File: config.mk
export PLATFORM = sky130hd
export DESIGN_NAME = accum_table_wr_seq
export DESIGN_NICKNAME = d
export VERILOG_FILES = /design/src/rtl/accum_table_pkg.sv /design/src/rtl/accum_table_wr_seq_col_skew_pipe.sv /design/src/rtl/accum_table_wr_seq.sv
export SDC_FILE = /design/constraint.sdc
export NUM_CORES = 1
export LEC_CHECK = 0
export CORE_MARGIN = 2
export CORE_UTILIZATION = 53
export CTS_CLUSTER_DIAMETER = 50
export DETAILED_ROUTE_END_ITERATION = 16
export PLACE_DENSITY_LB_ADDON = 0.05
export SLEW_MARGIN = 15
export SYNTH_ARGS = -nofsm -noshare
export SYNTH_HDL_FRONTEND = slang
export SYNTH_HIERARCHICAL = 1
export SYNTH_SLANG_ARGS = --single-unit
File: constraint.sdc
create_clock -name clk -period 8.95 [get_ports clk]
set_clock_uncertainty 0.1 [all_clocks]
set_input_delay 1.79 -clock clk [delete_from_list [all_inputs] [get_ports clk]]
set_output_delay 1.79 -clock clk [all_outputs]
set_load 0.05 [all_outputs]
File: src/rtl/accum_table_pkg.sv
// Shared definitions for the accumulator table controllers.
// Holds the default geometry, the controller FSM encoding and the
// row-address helper shared by the write and read sequencers.
package accum_table_pkg;

  localparam int DEF_MAX_OUT_ROWS   = 128;
  localparam int DEF_MAX_OUT_COLS   = 128;
  localparam int DEF_SYS_ARR_ROWS   = 16;
  localparam int DEF_SYS_ARR_COLS   = 16;
  localparam int DEF_NUM_SUBMATS_M  = DEF_MAX_OUT_ROWS / DEF_SYS_ARR_ROWS;
  localparam int DEF_NUM_SUBMATS_N  = DEF_MAX_OUT_COLS / DEF_SYS_ARR_COLS;
  localparam int DEF_NUM_ACCUM_ROWS = DEF_MAX_OUT_ROWS * DEF_NUM_SUBMATS_N;
  localparam int DEF_ADDR_WIDTH     = $clog2(DEF_NUM_ACCUM_ROWS);

  typedef enum logic [1:0] {
    ST_IDLE  = 2'd0,
    ST_WAIT  = 2'd1,
    ST_ROWS  = 2'd2,
    ST_DRAIN = 2'd3
  } state_t;

  // Table row for (submat_m, submat_n, sub_row). Each column block of the
  // output owns max_out_rows consecutive table rows.
  function automatic int unsigned accum_addr(
    input int unsigned submat_m,
    input int unsigned submat_n,
    input int unsigned sub_row,
    input int unsigned max_out_rows,
    input int unsigned sys_arr_rows
  );
    return submat_n * max_out_rows + submat_m * sys_arr_rows + sub_row;
  endfunction

endpackage

File: src/rtl/accum_table_wr_seq_col_skew_pipe.sv
// Column skew shift register: stage c+1 takes stage c every cycle, so each
// column sees the column-0 stream delayed by its column index.
module col_skew_pipe #(
  parameter int WIDTH = 8,
  parameter int DEPTH = 4
) (
  input  logic                   clk,
  input  logic                   reset,
  input  logic [WIDTH-1:0]       din,
  output logic [WIDTH*DEPTH-1:0] dout
);

  logic [WIDTH-1:0] stage [DEPTH];

  // Shift the column stream one stage per cycle; reset empties every stage.
  always_ff @(posedge clk) begin
    if (reset) begin
      for (int i = 0; i < DEPTH; i++) stage[i] <= '0;
    end else begin
      stage[0] <= din;
      for (int i = 1; i < DEPTH; i++) stage[i] <= stage[i-1];
    end
  end

  // Flatten stages onto the output bus, stage 0 in the LSBs.
  always_comb begin
    dout = '0;
    for (int i = 0; i < DEPTH; i++) dout[i*WIDTH +: WIDTH] = stage[i];
  end

endmodule

File: src/rtl/accum_table_wr_seq.sv
// Accumulator table write sequencer. One start launches a full sub-matrix
// write-back: optional latency wait, R column-0 row writes, then a drain
// while the skew pipe carries the tail out to the last column.
//
// Handshake: start is sampled on a rising edge and is taken only while the
// FSM is idle (busy low); busy rises the cycle after acceptance and stays
// high through the done cycle; done pulses for one cycle together with the
// last column's last write. Anything on start while busy is dropped.
module accum_table_wr_seq
  import accum_table_pkg::*;
#(
  parameter int MAX_OUT_ROWS = DEF_MAX_OUT_ROWS,
  parameter int MAX_OUT_COLS = DEF_MAX_OUT_COLS,
  parameter int SYS_ARR_ROWS = DEF_SYS_ARR_ROWS,
  parameter int SYS_ARR_COLS = DEF_SYS_ARR_COLS,
  parameter int PIPE_DELAY   = 0,
  localparam int NUM_SUBMATS_M  = MAX_OUT_ROWS / SYS_ARR_ROWS,
  localparam int NUM_SUBMATS_N  = MAX_OUT_COLS / SYS_ARR_COLS,
  localparam int NUM_ACCUM_ROWS = MAX_OUT_ROWS * NUM_SUBMATS_N,
  localparam int ADDR_WIDTH     = $clog2(NUM_ACCUM_ROWS),
  localparam int SM_W = (NUM_SUBMATS_M > 1) ? $clog2(NUM_SUBMATS_M) : 1,
  localparam int SN_W = (NUM_SUBMATS_N > 1) ? $clog2(NUM_SUBMATS_N) : 1
) (
  input  logic                         clk,
  input  logic                         reset,
  input  logic                         start,
  input  logic                         accum_mode,
  input  logic [SM_W-1:0]              submat_m,
  input  logic [SN_W-1:0]              submat_n,
  output logic                         busy,
  output logic                         done,
  output logic [SYS_ARR_COLS-1:0]      wr_en_out,
  output logic [SYS_ARR_COLS-1:0]      wr_accum_out,
  output logic [ADDR_WIDTH*SYS_ARR_COLS-1:0] wr_addr_out,
  output logic [1:0]                   state_dbg
);

  localparam int PW = ADDR_WIDTH + 2;
  localparam logic [15:0] WAIT_LAST  = 16'(PIPE_DELAY - 1);
  localparam logic [15:0] ROW_LAST   = 16'(SYS_ARR_ROWS - 1);
  localparam logic [15:0] DRAIN_LAST = 16'(SYS_ARR_COLS - 2);

  state_t            state, state_d;
  logic [15:0]       cnt, cnt_d;
  logic              mode_q;
  logic [SM_W-1:0]   m_q;
  logic [SN_W-1:0]   n_q;
  logic              mode_eff;
  logic [SM_W-1:0]   m_eff;
  logic [SN_W-1:0]   n_eff;
  logic [ADDR_WIDTH-1:0] row_addr;
  logic [PW-1:0]     stage0;
  logic [PW*SYS_ARR_COLS-1:0] pipe_out;

  assign state_dbg = state;

  // Next state and phase counter; cnt is the row index while in ROWS.
  always_comb begin
    state_d = state;
    cnt_d   = cnt;
    case (state)
      ST_IDLE: begin
        if (start) begin
          state_d = (PIPE_DELAY > 0) ? ST_WAIT : ST_ROWS;
          cnt_d   = '0;
        end
      end
      ST_WAIT: begin
        if (cnt == WAIT_LAST) begin
          state_d = ST_ROWS;
          cnt_d   = '0;
        end else begin
          cnt_d = cnt + 16'd1;
        end
      end
      ST_ROWS: begin
        if (cnt == ROW_LAST) begin
          state_d = ST_DRAIN;
          cnt_d   = '0;
        end else begin
          cnt_d = cnt + 16'd1;
        end
      end
      ST_DRAIN: begin
        if (cnt == DRAIN_LAST) begin
          state_d = ST_IDLE;
          cnt_d   = '0;
        end else begin
          cnt_d = cnt + 16'd1;
        end
      end
      default: begin
        state_d = ST_IDLE;
        cnt_d   = '0;
      end
    endcase
  end

  // Column-0 stage is built from the next state so the registered write
  // lands in the same cycle the FSM occupies the matching ROWS slot; in
  // the acceptance cycle the live inputs stand in for the latched copies.
  always_comb begin
    mode_eff = (state == ST_IDLE) ? accum_mode : mode_q;
    m_eff    = (state == ST_IDLE) ? submat_m   : m_q;
    n_eff    = (state == ST_IDLE) ? submat_n   : n_q;
    row_addr = ADDR_WIDTH'(accum_addr(32'(m_eff), 32'(n_eff), 32'(cnt_d),
                                      MAX_OUT_ROWS, SYS_ARR_ROWS));
    stage0   = '0;
    if (state_d == ST_ROWS) stage0 = {1'b1, mode_eff, row_addr};
  end

  // FSM, counter, handshake flags and latched launch parameters.
  always_ff @(posedge clk) begin
    if (reset) begin
      state  <= ST_IDLE;
      cnt    <= '0;
      busy   <= 1'b0;
      done   <= 1'b0;
      mode_q <= 1'b0;
      m_q    <= '0;
      n_q    <= '0;
    end else begin
      state <= state_d;
      cnt   <= cnt_d;
      busy  <= (state_d != ST_IDLE);
      done  <= (state_d == ST_DRAIN) && (cnt_d == DRAIN_LAST);
      if (state == ST_IDLE && start) begin
        mode_q <= accum_mode;
        m_q    <= submat_m;
        n_q    <= submat_n;
      end
    end
  end

  col_skew_pipe #(
    .WIDTH (PW),
    .DEPTH (SYS_ARR_COLS)
  ) u_skew (
    .clk   (clk),
    .reset (reset),
    .din   (stage0),
    .dout  (pipe_out)
  );

  // Unpack the skew pipe per column, forcing flag and address to zero
  // wherever the column is not writing.
  always_comb begin
    wr_en_out    = '0;
    wr_accum_out = '0;
    wr_addr_out  = '0;
    for (int c = 0; c < SYS_ARR_COLS; c++) begin
      wr_en_out[c] = pipe_out[c*PW + PW - 1];
      if (pipe_out[c*PW + PW - 1]) begin
        wr_accum_out[c] = pipe_out[c*PW + PW - 2];
        wr_addr_out[c*ADDR_WIDTH +: ADDR_WIDTH] = pipe_out[c*PW +: ADDR_WIDTH];
      end
    end
  end

endmodule

**Yosys cells after proc, flatten, opt, wreduce, memory -nomap -nowiden**

Memory sizes are Yosys's and may differ from the RTL's.
Cells that the tools add are included.

- Word-level logic and storage cells: 105
- Memories kept: 1
- Bits in writable memories: 192
- Output and inout port bits: 196
- Bits in registers: 27
- Bits of input ports: 10

- Bitwise logic cells: 16
- Multiplexer cells: 65
- Eq/ne operators: 9
- $add $sub $neg: 3
- Reductions and logical operators: 4

Memories:

| memory | depth | width | rd ports | clocked after Yosys merged registers in | write ports | line | RTL |
|---|---|---|---|---|---|---|---|
| u_skew.stage | 16 | 12 | 16 | 0 | 16 | accum_table_wr_seq_col_skew_pipe.sv:13 | `logic [WIDTH-1:0] stage [DEPTH];` |

Operators by type and width:

| operator | number |
|---|---|
| 12-bit 2-to-1 mux | 17 |
| 10-bit 2-to-1 mux | 16 |
| 16-bit 2-to-1 mux | 4 |
| 16-bit one-hot mux with 4 select lines | 1 |
| 16-bit by 4-bit equality test with 1-bit output, second input constant | 3 |
| 1-bit 2-to-1 mux | 20 |
| 16-bit by 1-bit adder with 16-bit output, second input constant | 1 |
| 16-bit equality test, second input constant | 1 |
| 1-bit bitwise OR | 16 |
| 10-bit adder | 1 |
| 10-bit by 7-bit adder with 10-bit output | 1 |
| 2-bit equality test, second input constant | 4 |
| 2-bit 2-to-1 mux | 4 |
| 2-bit one-hot mux with 4 select lines | 1 |
| 3-bit 2-to-1 mux | 2 |
| 2-bit by 1-bit equality test with 1-bit output, second input constant | 1 |
| 1-bit logical AND | 2 |
| 2-bit zero test | 1 |
| 2-bit nonzero test | 1 |

**Logic depth before layout (Yosys ltp)**

Gate-level depths: netlist (run 1).

- Word-level depth: 6
- Gate-level depth with buffers: 19
- Mapped depth without buffers: 17

**Cells and area by module**

Netlist (run 1), hierarchy kept.

By module, submodules not included:

| module | instances | area an instance (µm²) | seq. area each (µm²) | cells each |
|---|---|---|---|---|
| col_skew_pipe | 1 | 5148.7 | 3843.7 | 405 |
| accum_table_wr_seq | 1 | 3181.8 | 540.5 | 457 |

**Least setup slack after synthesis (run 1)**

No wires, ideal clock.

- Path type: input port to flip-flop
- Start: input port start
- End: memory u_skew/stage[0][9] (netlist name)
- Setup slack: 5.130 ns
- Stages on the path: 13
- Data arrival time: 3.603 ns
- Path buffers: 1
- Data required time: 8.732 ns
- Library setup time: 0.118 ns
- Path through: nor3_1 buf_2 nand2_1 nand2_1 ha_1 a21o_1 a21oi_1 o21bai_1 a21oi_1 xnor2_1 xnor2_1 nor2_1 nor2b_1

RTL lines:

| item | line | RTL |
|---|---|---|
| start: declaration | accum_table_wr_seq.sv:26 | `input logic start,` |
| end: declaration | accum_table_wr_seq_col_skew_pipe.sv:13 |  |

==> key figures, run 1 <==
Routing
  • Ratio of routed vias to standard cells: 4.77
  • Antenna Violating Nets Remaining: 0
  • WL final: between 15,000 and 20,000 microns
  • DRC violation count after routing: 0
  • Via count: 6,036
  • Drt pass-1 iters: 4
  • Average detailed-routed wire length per instance: 14.6 microns
  • Number of violations reported at the end of detailed-routing iteration 0: 331

Place
  • Placement Setup Slack: approximately 4300 ps
  • Final Wtd Congestion: between 0.8 and 0.9
  • Count of buffers inserted at the top-level ports: slightly above 200
  • Detail Placement HPWL: 12,900 microns

Clocking
  • Number of sinks on the clock net: between 200 and 250
  • CTS-repair resized insts: 0
  • Master cell of the clock root buffer: clkbuf_16
  • H-tree levels: 1
  • Clock tree from TritonCTS: built
  • Inserted Clock Buffers: 24
  • Setup bufs post-CTS: 0
  • Clock-pin slew on the worst setup and hold paths: 60 ps
  • Maximum count of clock buffers along a single path: 3
  • Hold bufs inserted after CTS: 0
  • Clock latency on the worst-skew pair: 500 ps

Yosys
  • Prevailing post-synth register cell: dfxtp_1
  • Warnings from Yosys: 6
  • Seq cells post-synth: approximately 220
  • Synth unique cells: slightly below 60
  • Fraction of registers with async set/reset: 0
  • Leading cell types by total area after synthesis: dfxtp_1 (53%), nor2b_1 (15%), and2_1 (13%)
  • Post-synthesis sequential area ratio: 0.526
  • Cell count after synthesis: around 860
  • Portion of synthesized cell area occupied by the leading cell type: 0.526
  • Post-Syn Nets: 880
  • Synth Area per Inst: around 9.7 sq um
  • Number of flops mapped to enable cells by yosys: 0
  • Post-synth top area cell: dfxtp_1
  • Mapped cell area: approximately 0.0083 sq mm

Pwr
  • Leakage power total: 4.30 nW
  • Maximum ir drop on the vdd rail: 0.000169 V
  • Fraction of power spent switching nets: 0.223
  • Internal power consumption: between 1.5 and 2 mW
  • Sw power: 0.458 mW
  • Overall power of the completed layout: 2.05 mW
  • Sequential share of power: 0.486
  • Portion of total power attributed to combinational logic: 0.045
  • Power per unit of standard cell area: 185 mW/mm^2
  • Clock share of power: 0.469

Global routing
  • Combined global-route utilization of all metal layers: 0.216
  • Highest-utilization routing layer at the global route stage: met2
  • Number of global-route vias before repair: 5,740
  • Grt total ovfl: 0
  • Initial antenna violation count: 0
  • Global-route wire length before repair: just under 30,000 microns
  • Largest net degree at the start of global routing: 90
  • Global-route met2 utilization: 0.363
  • Met3 demand-to-capacity share in global routing: 0.0661
  • Global-route track usage on met1: 0.272

Die
  • Num ports: between 200 and 250
  • Placeable core area: 0.0153 sq mm
  • Die X-Extent: roughly 130 microns
  • Count of standard-cell rows: 45
  • DIE HEIGHT: 129 microns
  • Starting Density: 0.546
  • Area of the die: 0.0167 sq mm

Critical path
  • Ordered list of cells on the worst path: ha_1 > nand4_1 > or4_4 > a21oi_2 > or2_1 > o21ai_0 > a22o_1 > ha_1 > a21o_1 > a21oi_1 > o21bai_1 > a21oi_1 > xnor2_1 > xnor2_1 > nor2_1 > nor2b_1
  • Slowest Stage Delay on Critical Path: 560 ps
  • Crit path kind: flop to flop
  • Buffer and inverter count on the worst path: 0
  • Data required time of the critical path: 9230 ps
  • CP Launch Type: flop
  • Worst endpoint data arrival time: 4760 ps
  • Worst-case reg-to-reg path depth: 16
  • Startpoint of the worst-slack reg-to-reg timing path: cnt[0]
  • Setup slack of the worst register-to-register path: 4470 ps
  • Worst-path maximum fanout: 13
  • Top delay family on crit path: compound AO/OA/AOI/OAI gates
  • Worst path slowest cell: or4_4
  • Reg-to-reg endpoint: u_skew/stage[0][9]
  • Critical path capture point type: flop

Timing
  • Final Max Tran Viols: 0
  • Slack of the critical path: approximately 4500 ps
  • Setup repair after global routing missed its margin: false
  • Number of hold-slack violations in the final timing report: 0
  • Highest clock rate: 223 MHz
  • Share of the clock period used by the worst path: 0.500
  • Measured slew at the worst slew-check pin: 859 ps
  • Sum of negative setup slack: 0 ps
  • Slew Limit Headroom: 0.425
  • Setup violators final: 0
  • Min Clock Period, post-route: 4480 ps

Finish
  • Growth of design area from synthesis to finish: 33.3%
  • Layout cell share with drive strength beyond 1: 0.0531
  • Post-layout nets: around 1,100
  • Fillers: approximately 1,200
  • Count of antenna diodes in the layout: 0

Worst hold path
  • Class of the most critical hold timing path: flop to flop
  • Worst min-delay path startpoint: u_skew/stage[0][51]
  • Hold-critical path endpoint: u_skew/stage[0][63]
  • Worst Hold Path Cells: 1

Status
  • Outcome: finished, final reports clean

Run
  • Reported max-cap violation count: 0
final cells by class:
class | count | area, sq um | area share
clock buffer | 33 | 696 | 0.0626
sequential | 219 | 4380 | 0.395
inverter | 8 | 30.0 | 0.00270
multi-input combinational | 576 | 3560 | 0.320
tap | 211 | 264 | 0.0238
timing repair buffer | 208 | 2080 | 0.187
clock inverter | 10 | 97.6 | 0.00879
cells by family (layout without fill, tap and decap cells):
kind of cell             Yosys count  in the layout  share of synthesized area
AO/OA/AOI/OAI                     61             61                     0.0437
XOR/XNOR                          10             10                     0.0105
adder cells (fa/ha/maj)            8              8                     0.0129
buffers and inverters             67            259                     0.0466
flip-flops                       219            219                      0.526
multiplexers                       6              6                    0.00796
AND/OR/NAND/NOR                  491            491                      0.352
how the worst max path moves through the flow:
stage               startpoint            endpoint  slack, ps  cells after the start
floorplan                start  u_skew/stage[0][9]       5130                     13
global placement         start  u_skew/stage[0][9]       4410                     14
detailed placement       start  u_skew/stage[0][9]       4270                     14
CTS                     cnt[0]  u_skew/stage[0][9]       4540                     16
global route            cnt[0]  u_skew/stage[0][9]       4230                     16
finish                  cnt[0]  u_skew/stage[0][9]       4470                     16
metrics by stage:
step,util,cell area (sq um),hold slack [ps],cells
detailed placement,0.676,10300,340,1222
finish,0.728,11100,349,1265
floorplan,-,8330,330,862
CTS,0.728,11100,355,1265
global placement,0.676,10300,333,1222
global route,0.728,11100,362,1265
flip-flops by register name (all words and copies together), names as in the netlist:
| name | flops |
|---|---|
| busy | 1 |
| cnt | 16 |
| done | 1 |
| m_q | 3 |
| mode_q | 1 |
| n_q | 3 |
| state_dbg | 2 |
| u_skew/stage | 192 |
synth_stat cells, types with 2 or more instances:
cell,n
dfxtp_1,219
nor2b_1,195
and2_1,178
nand2_1,37
nor2_1,30
a21oi_1,27
buf_2,22
clkbuf_1,21
o21ai_0,11
inv_1,8
nor4_1,8
xnor2_1,8
ha_1,7
nand4_1,7
nand3_1,6
and3_1,5
mux2_2,5
nor3_1,5
buf_4,4
buf_6,4
clkbuf_8,4
nand3b_1,4
nor3b_1,3
o21ai_1,3
a2111oi_0,2
a21o_1,2
a31oi_1,2
buf_8,2
or3_1,2
xor2_1,2
power by group through the flow:
stage | clock network [mW] | registers [mW] | logic [mW]
final | 0.963 | 0.997 | 0.0928
after global routing | 1.02 | 0.998 | 0.102
after CTS | 0.983 | 0.997 | 0.0931
after detailed placement | 0 | 1.02 | 0.0930
after global placement | 0 | 1.02 | 0.0939
after floorplan | 0 | 1.02 | 0.0684
routing by layer:
metal / part of all wire / vias to the layer above
li1: - / 3076
met1: 0.44 / 2756
met2: 0.47 / 178
met3: 0.077 / 26
met4: 0.016 / 0
met5: 0 / -
placed cells by master, fill, tap and decap left out, types with 5 or more instances in the layout:
master and instances:
a21oi_1 27, and2_1 178, and3_1 5, clkbuf_16 25
clkdlybuf4s50_1 204, dfxtp_1 219, ha_1 7, inv_1 8
mux2_2 5, nand2_1 37, nand3_1 6, nand4_1 7
nor2_1 30, nor2b_1 195, nor3_1 5, nor4_1 8
o21ai_0 11, xnor2_1 8
Note: power is estimated with default switching activity, not from simulation.
==> run 2, diff against run 1 <==
--- a/config.mk
+++ b/config.mk
@@ -6,7 +6,7 @@
 export NUM_CORES = 1
 export LEC_CHECK = 0
 export CORE_MARGIN = 2
-export CORE_UTILIZATION = 53
+export CORE_UTILIZATION = 49
 export CTS_CLUSTER_DIAMETER = 50
 export DETAILED_ROUTE_END_ITERATION = 16
 export PLACE_DENSITY_LB_ADDON = 0.05
==> constraint.sdc (replaced) <==
create_clock -name clk -period 4.5 [get_ports clk]
set_clock_uncertainty 0.1 [all_clocks]
set_input_delay 0.9 -clock clk [delete_from_list [all_inputs] [get_ports clk]]
set_output_delay 0.9 -clock clk [all_outputs]
set_load 0.05 [all_outputs]
==> run 2 against run 1 <==
  * Critical path depth is 1 lower
  * Final area is 0.19% higher
  * Non-clock buffer count is 6 higher
  * Fmax is 15% higher
==> key figures, run 2 (synthesis gave the netlist of run 1 again) <==
Place
  • Final Wtd Congestion: 0.867 (was 0.885)
  • Detail Placement HPWL: 13,600 microns (was 12,900 microns)
  • Number of instances in the placed design: 1,237 (was 1,222)
  • Count of buffers inserted at the top-level ports: 205 (unchanged)

Die
  • Area of the die: 0.0181 sq mm (was 0.0167 sq mm)
  • Die X-Extent: 134 microns (was 129 microns)
  • DIE HEIGHT: 134 microns (was 129 microns)
  • Num ports: 206 (unchanged)
  • Starting Density: 0.502 (was 0.546)
  • Placeable core area: 0.0166 sq mm (was 0.0153 sq mm)
  • Count of standard-cell rows: 47 (was 45)

Worst hold path
  • Class of the most critical hold timing path: flop to flop (unchanged)
  • Worst min-delay path startpoint: u_skew/stage[1][13] (was u_skew/stage[0][51])
  • Worst Hold Path Cells: 1 (unchanged)
  • Hold-critical path endpoint: u_skew/stage[1][25] (was u_skew/stage[0][63])

Finish
  • Fillers: 1,399 (was 1,168)
  • Count of antenna diodes in the layout: 0 (unchanged)
  • Max FFs per register: 192 (unchanged)
  • Most frequent standard cell in the layout excluding fill and tap cells: dfxtp_1 (unchanged)
  • Layout cell share with drive strength beyond 1: 0.0558 (was 0.0531)
  • Top reg by flops: u_skew/stage (unchanged)
  • Top library cells by usage in the layout, fill and taps aside: dfxtp_1 (219), clkdlybuf4s50_1 (204), nor2b_1 (195) (unchanged)
  • Growth of design area from synthesis to finish: 33.6% (was 33.3%)
  • Final cell count without fillers: 1,277 (was 1,265)
  • Largest regs: u_skew/stage (192), cnt (16) (unchanged)
  • Post-layout nets: 1,061 (was 1,055)

Clocking
  • Master cell of the clock root buffer: clkbuf_16 (unchanged)
  • Number of sinks on the clock net: 219 (unchanged)
  • Hold bufs inserted after CTS: 0 (unchanged)
  • Clock latency on the worst-skew pair: 510 ps (was 500 ps)
  • Clock tree from TritonCTS: built (unchanged)
  • Clock-pin slew on the worst setup and hold paths: 60 ps (about the same)
  • Maximum count of clock buffers along a single path: 3 (unchanged)
  • H-tree levels: 1 (unchanged)
  • CTS-repair resized insts: 0 (unchanged)
  • Setup bufs post-CTS: 0 (unchanged)
  • Inserted Clock Buffers: 24 (unchanged)

Critical path
  • Worst-path maximum fanout: 9 (was 13)
  • Ordered list of cells on the worst path: ha_1 > nand4_1 > or4_4 > a21oi_2 > nor2_2 > a221oi_1 > inv_1 > ha_1 > inv_1 > o21bai_1 > a21oi_1 > xnor2_1 > xnor2_1 > nor2_1 > nor2b_1 (was ha_1 > nand4_1 > or4_4 > a21oi_2 > or2_1 > o21ai_0 > a22o_1 > ha_1 > a21o_1 > a21oi_1 > o21bai_1 > a21oi_1 > xnor2_1 > xnor2_1 > nor2_1 > nor2b_1)
  • Worst-case reg-to-reg path depth: 15 (was 16)
  • Top delay family on crit path: compound AO/OA/AOI/OAI gates (unchanged)
  • Data required time of the critical path: 4780 ps (was 9230 ps)
  • Reg-to-reg endpoint: u_skew/stage[0][9] (unchanged)
  • Crit path kind: flop to flop (unchanged)
  • Buffer and inverter count on the worst path: 2 (was 0)
  • Worst path slowest cell: or4_4 (unchanged)
  • Slowest Stage Delay on Critical Path: 550 ps (was 560 ps)
  • Worst endpoint data arrival time: 4180 ps (was 4760 ps)
  • CP Launch Type: flop (unchanged)
  • Critical path capture point type: flop (unchanged)
  • Setup slack of the worst register-to-register path: 600 ps (was 4470 ps)
  • Startpoint of the worst-slack reg-to-reg timing path: cnt[0] (unchanged)

Routing
  • Antenna Violating Nets Remaining: 0 (unchanged)
  • Drt pass-1 iters: 4 (unchanged)
  • Via count: 6,056 (was 6,036)
  • Average detailed-routed wire length per instance: 15.1 microns (was 14.6 microns)
  • Number of violations reported at the end of detailed-routing iteration 0: 168 (was 331)
  • DRC violation count after routing: 0 (unchanged)
  • WL final: 19,200 microns (was 18,500 microns)
  • Ratio of routed vias to standard cells: 4.74 (was 4.77)

Timing
  • Setup repair after global routing missed its margin: false (unchanged)
  • Final Max Tran Viols: 0 (unchanged)
  • Highest clock rate: 257 MHz (was 223 MHz)
  • Min Clock Period, post-route: 3900 ps (was 4480 ps)
  • Share of the clock period used by the worst path: 0.866 (was 0.500)
  • Worst hold margin: 345 ps (was 349 ps)
  • Measured slew at the worst slew-check pin: 1020 ps (was 859 ps)
  • Setup violators final: 0 (unchanged)
  • Number of hold-slack violations in the final timing report: 0 (unchanged)
  • Slew Limit Headroom: 0.319 (was 0.425)
  • Sum of negative setup slack: 0 ps (unchanged)

Global routing
  • Initial antenna violation count: 0 (unchanged)
  • Number of global-route vias before repair: 5,826 (was 5,740)
  • Global-route wire length before repair: 30,200 microns (was 29,100 microns)
  • Largest net degree at the start of global routing: 109 (was 90)
  • Grt total ovfl: 0 (unchanged)
  • Combined global-route utilization of all metal layers: 0.208 (was 0.216)

Pwr
  • Power per unit of standard cell area: 363 mW/mm^2 (was 185 mW/mm^2)
  • Leakage power total: 4.30 nW (about the same)
  • Maximum ir drop on the vdd rail: 0.000259 V (was 0.000169 V)

Status
  • Outcome: finished, final reports clean (unchanged)

Run
  • Reported max-cap violation count: 0 (unchanged)
[run 2: worst reg2reg max path: cells and delay by family, from the launching register on]
family	cells	cell delay [ps]
buffers and inverters	2	240
adder cells (fa/ha/maj)	2	550
XOR/XNOR	2	310
AO/OA/AOI/OAI	4	1120
flip-flops	1	500
AND/OR/NAND/NOR	5	980
[run 2: worst max-delay path by stage]
stage                         end  depth (start not counted)   start  slack (ps)
6_report       u_skew/stage[0][9]                         15  cnt[0]         600
5_1_grt        u_skew/stage[0][9]                         15  cnt[0]         330
4_1_cts        u_skew/stage[0][9]                         15  cnt[0]         580
3_5_place_dp   u_skew/stage[0][9]                         15  cnt[0]         590
3_3_place_gp   u_skew/stage[0][9]                         15  cnt[0]         740
2_1_floorplan  u_skew/stage[0][9]                         18  cnt[1]         950
[run 2: power by group]
part	internal [mW]	switching [mW]
sequential	1.96	0.0239
combinational	0.0688	0.127
clock	1.10	0.760
[run 2: metal layers]
layer | part of all wire | track usage | vias to the layer above
met5 | 0 | 0 | -
met4 | 0.019 | 0.0567 | 0
met1 | 0.43 | 0.256 | 2787
met3 | 0.062 | 0.0469 | 28
met2 | 0.48 | 0.367 | 162
li1 | - | - | 3079
[run 2: metrics by stage]
step	instance area (sq um)	setup WS, ps	utilization	total power [mW]
2_1_floorplan	8330	946	-	2.16
3_3_place_gp	10400	736	0.625	2.22
3_5_place_dp	10400	587	0.625	2.22
4_1_cts	11100	576	0.671	4.09
5_1_grt	11100	327	0.671	4.19
6_report	11100	604	0.671	4.04
[run 2: area by class of cell]
| cell class | count | area [sq um] | area share |
|---|---|---|---|
| multi-input cells | 576 | 3560 | 0.320 |
| inverters | 8 | 30.0 | 0.00270 |
| clock inverters | 8 | 87.6 | 0.00787 |
| flip-flops and latches | 219 | 4380 | 0.394 |
| well taps | 220 | 275 | 0.0247 |
| repair buffers | 214 | 2120 | 0.191 |
| clock buffers | 32 | 671 | 0.0603 |
